### config.mk
export PLATFORM = sky130hd
export DESIGN_NAME = imm_extend_pipe
export DESIGN_NICKNAME = d
export VERILOG_FILES = /design/src/rtl/imm_extend_pipe.sv
export SDC_FILE = /design/constraint.sdc
export NUM_CORES = 1
export LEC_CHECK = 0
export ABC_AREA = 1
export ABC_CLOCK_PERIOD_IN_PS = 1400
export CAP_MARGIN = 15
export CORE_UTILIZATION = 40
export CTS_CLUSTER_SIZE = 14
export DETAILED_ROUTE_END_ITERATION = 16
export PLACE_DENSITY_LB_ADDON = 0.25
export SLEW_MARGIN = 20
export SYNTH_ARGS = -nofsm -noshare
export SYNTH_HDL_FRONTEND = slang
export SYNTH_SLANG_ARGS = --single-unit
### constraint.sdc
create_clock -name clk -period 1.4 [get_ports clk]
set_clock_uncertainty 0.2 [all_clocks]
set_input_delay 0.42 -clock clk [delete_from_list [all_inputs] [get_ports clk]]
set_output_delay 0.42 -clock clk [all_outputs]
set_load 0.01 [all_outputs]
### src/rtl/imm_extend_pipe.sv
// Two-stage pipelined immediate extender: S1 captures and pre-decodes the
// immediate, S2 computes and holds the extended operand behind a valid/ready
// handshake with flush.
module imm_extend_pipe #(
  parameter int unsigned DATA_W = 32,
  parameter int unsigned IMM_W  = 24,
  parameter int unsigned ROT_EN = 1
) (
  input  logic              clk,
  input  logic              rst_n,
  input  logic              flush,
  input  logic              in_valid,
  output logic              in_ready,
  input  logic [1:0]        mode,
  input  logic [IMM_W-1:0]  imm,
  output logic              out_valid,
  input  logic              out_ready,
  output logic [DATA_W-1:0] out_data,
  output logic              out_carry,
  output logic              out_err
);

  localparam int unsigned ROT_W = 5;

  logic              s1_valid;
  logic [1:0]        s1_mode;
  logic [IMM_W-1:0]  s1_imm;
  logic [ROT_W-1:0]  s1_rot;
  logic              s1_sign;

  logic              s2_load;
  logic              in_fire;

  logic [DATA_W-1:0]   byte_ext;
  logic [2*DATA_W-1:0] rot_dbl;
  logic [31:0]         rot_mod;
  logic [DATA_W-1:0]   rot_val;
  logic [DATA_W-1:0]   res_data;
  logic                res_carry;
  logic                res_err;

  // S2 refills when empty or when its beat is leaving; S1 advances with it.
  assign s2_load  = !out_valid || out_ready;
  assign in_ready = !s1_valid || s2_load;
  assign in_fire  = in_valid && in_ready;

  // S1: capture the raw field and pre-decode rotate amount and sign bit.
  always_ff @(posedge clk or negedge rst_n) begin
    if (!rst_n) begin
      s1_valid <= 1'b0;
      s1_mode  <= 2'b00;
      s1_imm   <= '0;
      s1_rot   <= '0;
      s1_sign  <= 1'b0;
    end else begin
      if (flush) begin
        s1_valid <= 1'b0;
      end else if (in_ready) begin
        s1_valid <= in_valid;
      end
      if (in_fire) begin
        s1_mode <= mode;
        s1_imm  <= imm;
        s1_rot  <= {imm[11:8], 1'b0};
        s1_sign <= imm[IMM_W-1];
      end
    end
  end

  // Extension result computed from the S1 pre-decode.
  always_comb begin
    byte_ext  = DATA_W'(s1_imm[7:0]);
    rot_dbl   = {byte_ext, byte_ext};
    // Rotation amounts wrap within DATA_W; a right-rotate is a window into
    // the doubled operand.
    rot_mod   = 32'(s1_rot) % DATA_W;
    rot_val   = rot_dbl[rot_mod +: DATA_W];
    res_data  = '0;
    res_carry = 1'b0;
    res_err   = 1'b0;
    case (s1_mode)
      2'b00: begin
        if (ROT_EN != 0) begin
          res_data  = rot_val;
          res_carry = (s1_rot != '0) ? rot_val[DATA_W-1] : 1'b0;
        end else begin
          res_data = byte_ext;
        end
      end
      2'b01: res_data = DATA_W'(s1_imm[11:0]);
      2'b10: res_data = DATA_W'({{(DATA_W-IMM_W){s1_sign}}, s1_imm} << 2);
      default: res_err = 1'b1;
    endcase
  end

  // S2: output register, held stable while the consumer stalls.
  always_ff @(posedge clk or negedge rst_n) begin
    if (!rst_n) begin
      out_valid <= 1'b0;
      out_data  <= '0;
      out_carry <= 1'b0;
      out_err   <= 1'b0;
    end else begin
      if (flush) begin
        out_valid <= 1'b0;
      end else if (s2_load) begin
        out_valid <= s1_valid;
      end
      if (s2_load && s1_valid) begin
        out_data  <= res_data;
        out_carry <= res_carry;
        out_err   <= res_err;
      end
    end
  end

endmodule

### After elaboration in Yosys (flattened, before gate mapping)

Cells that the tools add are included.

| storage, ports and cells | value |
|---|---|
| bits of input ports | 31 |
| register bits | 67 |
| logic and storage cells | 31 |

| cells by class | value |
|---|---|
| equality and inequality tests | 2 |
| multiplexer cells | 8 |
| shifts and indexed selects | 1 |
| reductions and logical operators | 11 |

Operator list:

| cell | count |
|---|---|
| one-hot mux 32 bit (3 select lines) | 1 |
| indexed part select 64 x 6 -> 32 bit | 1 |
| two-way mux 1 bit | 7 |
| nonzero test 5 bit | 1 |
| nonzero test 2 bit | 2 |
| OR reduction 3 bit | 1 |
| == test 2 x 1 -> 1 bit, second input constant | 1 |
| == test 2 bit, second input constant | 1 |
| logical AND 1 bit | 2 |
| logical NOT 1 bit | 2 |
| logical NOT 2 bit | 1 |
| logical OR 1 bit | 2 |

### Depth between registers and ports, before layout

Gate-level depths: netlist of run 1.

| logic depth | value |
|---|---|
| depth in word-level cells | 5 |
| mapped depth | 10 |

### Worst setup path before layout of run 1

OpenSTA, ideal clock, no wires.

| timing | value |
|---|---|
| kind | input -> register |
| start | input out_ready |
| end | register s1_imm[15] |
| data arrival time | 1.274 ns |
| path buffers | 1 |
| slack | -0.202 ns |
| required time | 1.073 ns |
| stages | 5 |
| path through | inv_1 > nand3_1 > nand2_2 > buf_4 > mux2_1 |

| on the way | value |
|---|---|
| longest elaborated chain between the ends | 3 |

RTL lines:

| item | line | source |
|---|---|---|
| start: declaration | 17 | `input logic out_ready,` |
| logical OR 1 bit | 43 | `assign s2_load = !out_valid \|\| out_ready;` |
| logical OR 1 bit | 44 | `assign in_ready = !s1_valid \|\| s2_load;` |
| net in_ready | 13 | `output logic in_ready,` |
| logical AND 1 bit | 45 | `assign in_fire = in_valid && in_ready;` |
| end signal: assignment | 63 | `s1_imm <= imm;` |
| end: declaration | 27 | `logic [IMM_W-1:0] s1_imm;` |

The timed path passes the listed nets, and every way through them passes these cells.
A chain may end at the register's enable or synchronous reset.

### Final worst setup path of run 1

| timing | value |
|---|---|
| start | register out_valid |
| end | output in_ready |

| on the way | value |
|---|---|
| longest elaborated chain between the ends | 3 |

RTL lines:

| item | line | source |
|---|---|---|
| start: declaration | 16 | `output logic out_valid,` |
| start signal: assignment | 107 | `out_valid <= s1_valid;` |
| logical NOT 1 bit | 43 |  |
| logical OR 1 bit | 43 |  |
| logical OR 1 bit | 44 |  |
| end: declaration | 13 |  |

No other way between the ends.

==> results.md, run 1 <==
* Num ports at 67
* Core Rows at 32
* Sequential area share after synthesis at 48.6%
* Reg-to-reg critical path endpoint: out_data[24]
* Worst Path Required at 0.78 ns
* Mapped Area at 3190 um^2
* Crit Path Max Fanout at 3
* Root Driver: clkbuf_8
* Startpoint of the worst register-to-register path: s1_imm[8]
* WL final at 11000 um
* NetSw at 2.01 mW
* Slew Viols, Final at 0
* Avg Cell Area, Syn at 8.16 um^2
* DRT Pass-1 Iters at 4
* CTS buffer count at 9
* Worst slew margin at 63.0%
* Leak Pwr at 2.66 nW
* Clock slew at reported path FFs at 0.07 ns
* Min Tclk post-route at 1.61 ns
* Hold path depth at 2
* Nets at 594
* CTS tree: yes
* Later-pin clock latency in the skew report at 0.35 ns
* Hold EP: out_data[2]
* Total power at 6.26 mW
* CTS sink cnt at 62
* Worst setup EP type: output port
* Global-route wire length before repair at 16800 um
* Max VDD drop at 0.696 mV
* Die outline area at 8330 um^2
* Max Cap Viol at 0
* RSZ-0062 raised after global routing: true
* Core footprint at 7730 um^2
* DR WL/cell at 16.4 um
* Synthesized flop and latch total at 62
* Main synth FF type: dfrtp_1
* Deepest clock path buffer count at 2
* Setup violators final at 95
* Critical Path Start Type: flop
* Yosys warns at 0
* Layout area overhead at 77.2%
* Worst Hold Slack at 0.283 ns
* DIE HEIGHT at 91.3 um
* Hold path start: out_data[2]
* Failing checks: setup timing
* Filler cells at 586
* Final non-filler cell total at 669
* Min-Delay Path Class: flop to flop
* Commonest cells after routing, fill and taps aside: buf_4, nand2_1, dfrtp_1
* Starting density of the core at 41.3%
* Status: complete, but fails checks
* Initial DRC Count at 210
* Clock power share at 28.5%
* Syn_nets at 422
* Final hold vios at 0
* Setup CP Type: flop to output port
* Pre-CTS WS at -0.772 ns
* Post-route ant nets at 0
* Post-synth EDFFs at 0
* DRC at 0
* Setup WS post-layout at -0.205 ns
* Core Util, Final at 73.1%
* Initial antenna violation count at 0
* Max Fclk at 0.623 GHz
* # diodes at 0
* Total GRT Usage at 26.4%
* Vias in the first global route at 3232
* DR vias at 3457
* Distinct cells, synth at 29
* Combinational Power Share at 35.9%
* Synth Instances at 391
* Final period util at 115%
* Worst reg-to-reg path cell count at 6
* Worst reg-to-reg setup slack at -0.21 ns
* GR Overflow Total at 0
* Sw Share at 32.1%
* Pin count of the biggest net entering global routing at 63
* Die Wd at 91.3 um
* Crit path launch: out_valid
* Internal power at 4.25 mW
* # port buffers at 66
* Cells after DPL at 610
* Fraction of layout cells with a size suffix above 1 at 51.0%
* DP Wirelength at 6590 um
* Number of vias per cell at 5.17
* Commonest non-fill, non-tap cell in the layout: buf_4
* Placer Congestion at 0.870
* Ys async rst share at 100%
* H-tree level count at 3
* Slew of the pin with the lowest slew margin at 0.556 ns
* CP arrival at 0.99 ns
* Seq pwr share at 35.5%
* Power Density at 1110 nW/um^2
-- layer usage --
metal	vias to the layer above	global-route usage, %	share of wire [%]
met5	-	0	0
met4	0	9.26	2.1
met3	17	3.52	3.8
met2	92	40.6	48
met1	1695	38.1	47
li1	1653	-	-
-- flip-flops by register name (all words and copies together) (netlist names) --
| register | cells |
|---|---|
| out_data | 32 |
| s1_imm | 24 |
| s1_mode | 2 |
| out_carry | 1 |
| out_err | 1 |
| out_valid | 1 |
| s1_valid | 1 |
-- synth_stat cells, types with 3 or more instances --
| library cell | n | area, um^2 |
|---|---|---|
| a21oi_1 | 49 | 245 |
| buf_2 | 11 | 55.1 |
| buf_6 | 3 | 33.8 |
| clkbuf_1 | 4 | 15.0 |
| dfrtp_1 | 62 | 1550 |
| inv_1 | 23 | 86.3 |
| inv_2 | 9 | 33.8 |
| mux2_1 | 5 | 56.3 |
| mux2_2 | 4 | 45.0 |
| nand2_1 | 94 | 353 |
| nand2_2 | 5 | 31.3 |
| nand3_1 | 20 | 100 |
| nand4_1 | 17 | 106 |
| nor2_1 | 40 | 150 |
| o211ai_2 | 4 | 50.1 |
| o21ai_1 | 13 | 65.1 |
| o22ai_1 | 12 | 75.1 |
-- worst max-delay path by stage --
stage	slack, ns	cells past startpoint	endpoint
6_report	-0.21	2	in_ready
3_5_place_dp	-0.77	4	in_ready
2_1_floorplan	-0.03	4	s1_imm[15]
3_3_place_gp	-0.77	4	in_ready
5_1_grt	-0.25	9	out_data[23]
4_1_cts	-0.20	2	in_ready
-- power by group through the flow --
stage | Clock (mW) | Combinational [mW] | Sequential [mW]
2_1_floorplan | 0 | 0.697 | 2.29
3_3_place_gp | 0 | 1.73 | 2.22
3_5_place_dp | 0 | 1.74 | 2.23
4_1_cts | 1.82 | 1.98 | 2.21
5_1_grt | 1.89 | 2.41 | 2.24
6_report | 1.79 | 2.25 | 2.23
-- final cells by class --
type	instances	area, um^2	area share, %
multi-input cells	279	2000	35.3
repair buffers	178	1590	28.1
flip-flops and latches	62	1560	27.5
clock inverters	3	67.6	1.20
clock buffers	12	155	2.75
inverters	33	159	2.81
well taps	102	128	2.26
-- logic make-up (layout without fill, tap and decap cells) --
| group | count (synthesis) | after routing | synth area share (%) |
|---|---|---|---|
| buffers and inverters | 54 | 226 | 8.12 |
| DFF | 62 | 62 | 48.6 |
| AOI/OAI and AO/OA | 84 | 84 | 15.1 |
| and+or+nand+nor | 182 | 186 | 25.0 |
| muxes | 9 | 9 | 3.18 |
-- worst max-delay path, stage by stage, from the launching register on --
cell	delay (ns)
dfrtp_1	0.41
nand3_4	0.10
buf_6	0.13
-- metrics by stage --
step | instance area (um^2) | setup TNS (ns)
finish | 5650 | -8.53
global route | 5650 | -12.22
CTS | 5230 | -8.92
detailed placement | 4500 | -36.15
global placement | 4500 | -35.09
floorplan | 3240 | -0.529
-- timing repair --
action	in CTS	in global routing
hold buffers	1	0
buffers inserted	15	19
resized for setup	252	59
endpoints found under the hold margin	62	0
pin swaps	35	36
setup endpoints to repair	96	96
cloned	6	4
Note: power is estimated with default switching activity, not from simulation.
==> inputs of run 2 (changes only) <==
CORE_MARGIN = 4   (was default)
CORE_UTILIZATION = 45   (was 40)
==> results.md, run 2 (synthesized netlist as in run 1, its figures left out) <==
* Setup WS post-layout at -0.355 ns
* Core Rows at 30
* Total GRT Usage at 27.9%
* GR Overflow Total at 0
* Initial antenna violation count at 0
* CTS sink cnt at 62
* Pin count of the biggest net entering global routing at 63
* Post-route ant nets at 0
* Failing checks: setup timing
* Initial DRC Count at 497
* Setup CP Type: flop to flop
* Min Tclk post-route at 1.75 ns
* Commonest non-fill, non-tap cell in the layout: buf_4
* Nets at 606
* DRT Pass-1 Iters at 5
* Worst Path Required at 1.45 ns
* Setup violators final at 96
* Largest reg by FF count: out_data
* Number of vias per cell at 5.89
* Top layer in use: met4
* NetSw at 2.38 mW
* H-tree level count at 3
* Clock slew at reported path FFs at 0.08 ns
* Final period util at 125%
* Commonest cells after routing, fill and taps aside: buf_4, dfrtp_1, nand2_1
* Final hold vios at 0
* Routed wl met2 at 7280 um
* DP Wirelength at 6870 um
* Max VDD drop at 0.880 mV
* Max Cap Viol at 0
* Leak Pwr at 2.80 nW
* Total power at 6.76 mW
* CTS tree: yes
* Layout area overhead at 90.0%
* DR WL/cell at 21.9 um
* Status: complete, but fails checks
* Placer Congestion at 0.921
* Core Util, Final at 88.7%
* Core footprint at 6830 um^2
* Worst Hold Slack at 0.308 ns
* Largest regs: out_data: 32 flops, s1_imm: 24 flops, s1_mode: 2 flops
* Seq pwr share at 33.6%
* DRC at 0
* # port buffers at 66
* Final instance area at 6060 um^2
* DP Area at 4460 um^2
* Number of flip-flops in the largest register at 32
* Combinational Power Share at 39.0%
* Deepest clock path buffer count at 2
* Sw Share at 35.2%
* Critical Path Start Type: flop
* Filler cells at 301
* Max Fclk at 0.570 GHz
* Pre-CTS WS at -0.799 ns
* DR vias at 3978
* Worst slew margin at 65.0%
* DR WL met3 at 1410 um
* Die outline area at 8500 um^2
* Root Driver: clkbuf_8
* Internal power at 4.38 mW
* Slew of the pin with the lowest slew margin at 0.524 ns
* Later-pin clock latency in the skew report at 0.36 ns
* Slew Viols, Final at 0
* DIE HEIGHT at 92.2 um
* Cells after DPL at 603
* WL final at 14800 um
* Fraction of layout cells with a size suffix above 1 at 59.6%
* Clock power share at 27.4%
* Power Density at 1120 nW/um^2
* Global-route wire length before repair at 18400 um
* # diodes at 0
* Starting density of the core at 46.7%
* Num ports at 67
* Crit Path Max Fanout at 5
* Final non-filler cell total at 675
* Die Wd at 92.2 um
* WL met1 at 5210 um
* Worst setup EP type: flop
* TNS Setup at -14.79 ns
* CP arrival at 1.80 ns
* CTS buffer count at 9
* Vias in the first global route at 3519
* Min-Delay Path Class: flop to flop
* RSZ-0062 raised after global routing: true
run 2: cell types whose count changed in the layout (fill, tap and decap cells not counted), sizes merged:
cell / change
buf: +15
clkbuf: -4
clkinv: +4
nand2: -2
bufbuf: +1
clkdlybuf4s15: -1
clkinvlp: -1
dlygate4sd2: +1
inv: -1
run 2: worst paths after layout:
kind / startpoint / to / slack [ns] / depth (start not counted)
min: out_data[3] / out_data[3] / 0.31 / 2
max: s1_imm[8] / out_data[23] / -0.35 / 9
min in group asynchronous: rst_n / out_data[12] / 0.43 / 3
max reg2reg: s1_imm[8] / out_data[23] / -0.35 / 9
max in group asynchronous: rst_n / s1_imm[1] / 0.28 / 3
min reg2reg: out_data[3] / out_data[3] / 0.31 / 2
run 2: repair_timing:
item,in CTS,in global routing
pin swaps,31,38
setup endpoints to repair,96,96
setup buffers,26,21
gates resized for setup,267,135
cloned,10,0
hold buffers,1,0
hold endpoints to repair,62,0
run 2: area by class of cell:
class | instances | area [um^2] | share of cell area [%]
clock buffers | 11 | 151 | 2.50
flip-flops and latches | 62 | 1560 | 25.7
repair buffers | 191 | 1740 | 28.8
clock inverters | 4 | 70.1 | 1.16
inverters | 33 | 166 | 2.75
repair inverters | 1 | 8.76 | 0.145
well taps | 96 | 120 | 1.98
multi-input cells | 277 | 2240 | 37.0
run 2: routing by layer:
| layer | GRT usage, % | vias to the layer above |
|---|---|---|
| met1 | 35.7 | 1896 |
| li1 | - | 1673 |
| met3 | 5.99 | 84 |
| met2 | 46.0 | 325 |
| met5 | 0 | - |
| met4 | 11.0 | 0 |
run 2: worst max-delay path, cell delays in order (launching register included):
cell      delay, ns
dfrtp_2        0.43
buf_6          0.16
clkinv_8       0.08
nand2_8        0.08
nand3_4        0.10
buf_6          0.14
nand4_1        0.16
nand3_2        0.13
nand2_2        0.10
nand2_2        0.07
run 2: power by group through the flow:
| stage | Clock, mW | Combinational (mW) | Sequential, mW |
|---|---|---|---|
| floorplan | 0 | 0.697 | 2.29 |
| global placement | 0 | 1.72 | 2.22 |
| detailed placement | 0 | 1.74 | 2.23 |
| CTS | 1.79 | 2.04 | 2.21 |
| global route | 1.92 | 2.76 | 2.29 |
| finish | 1.85 | 2.64 | 2.27 |
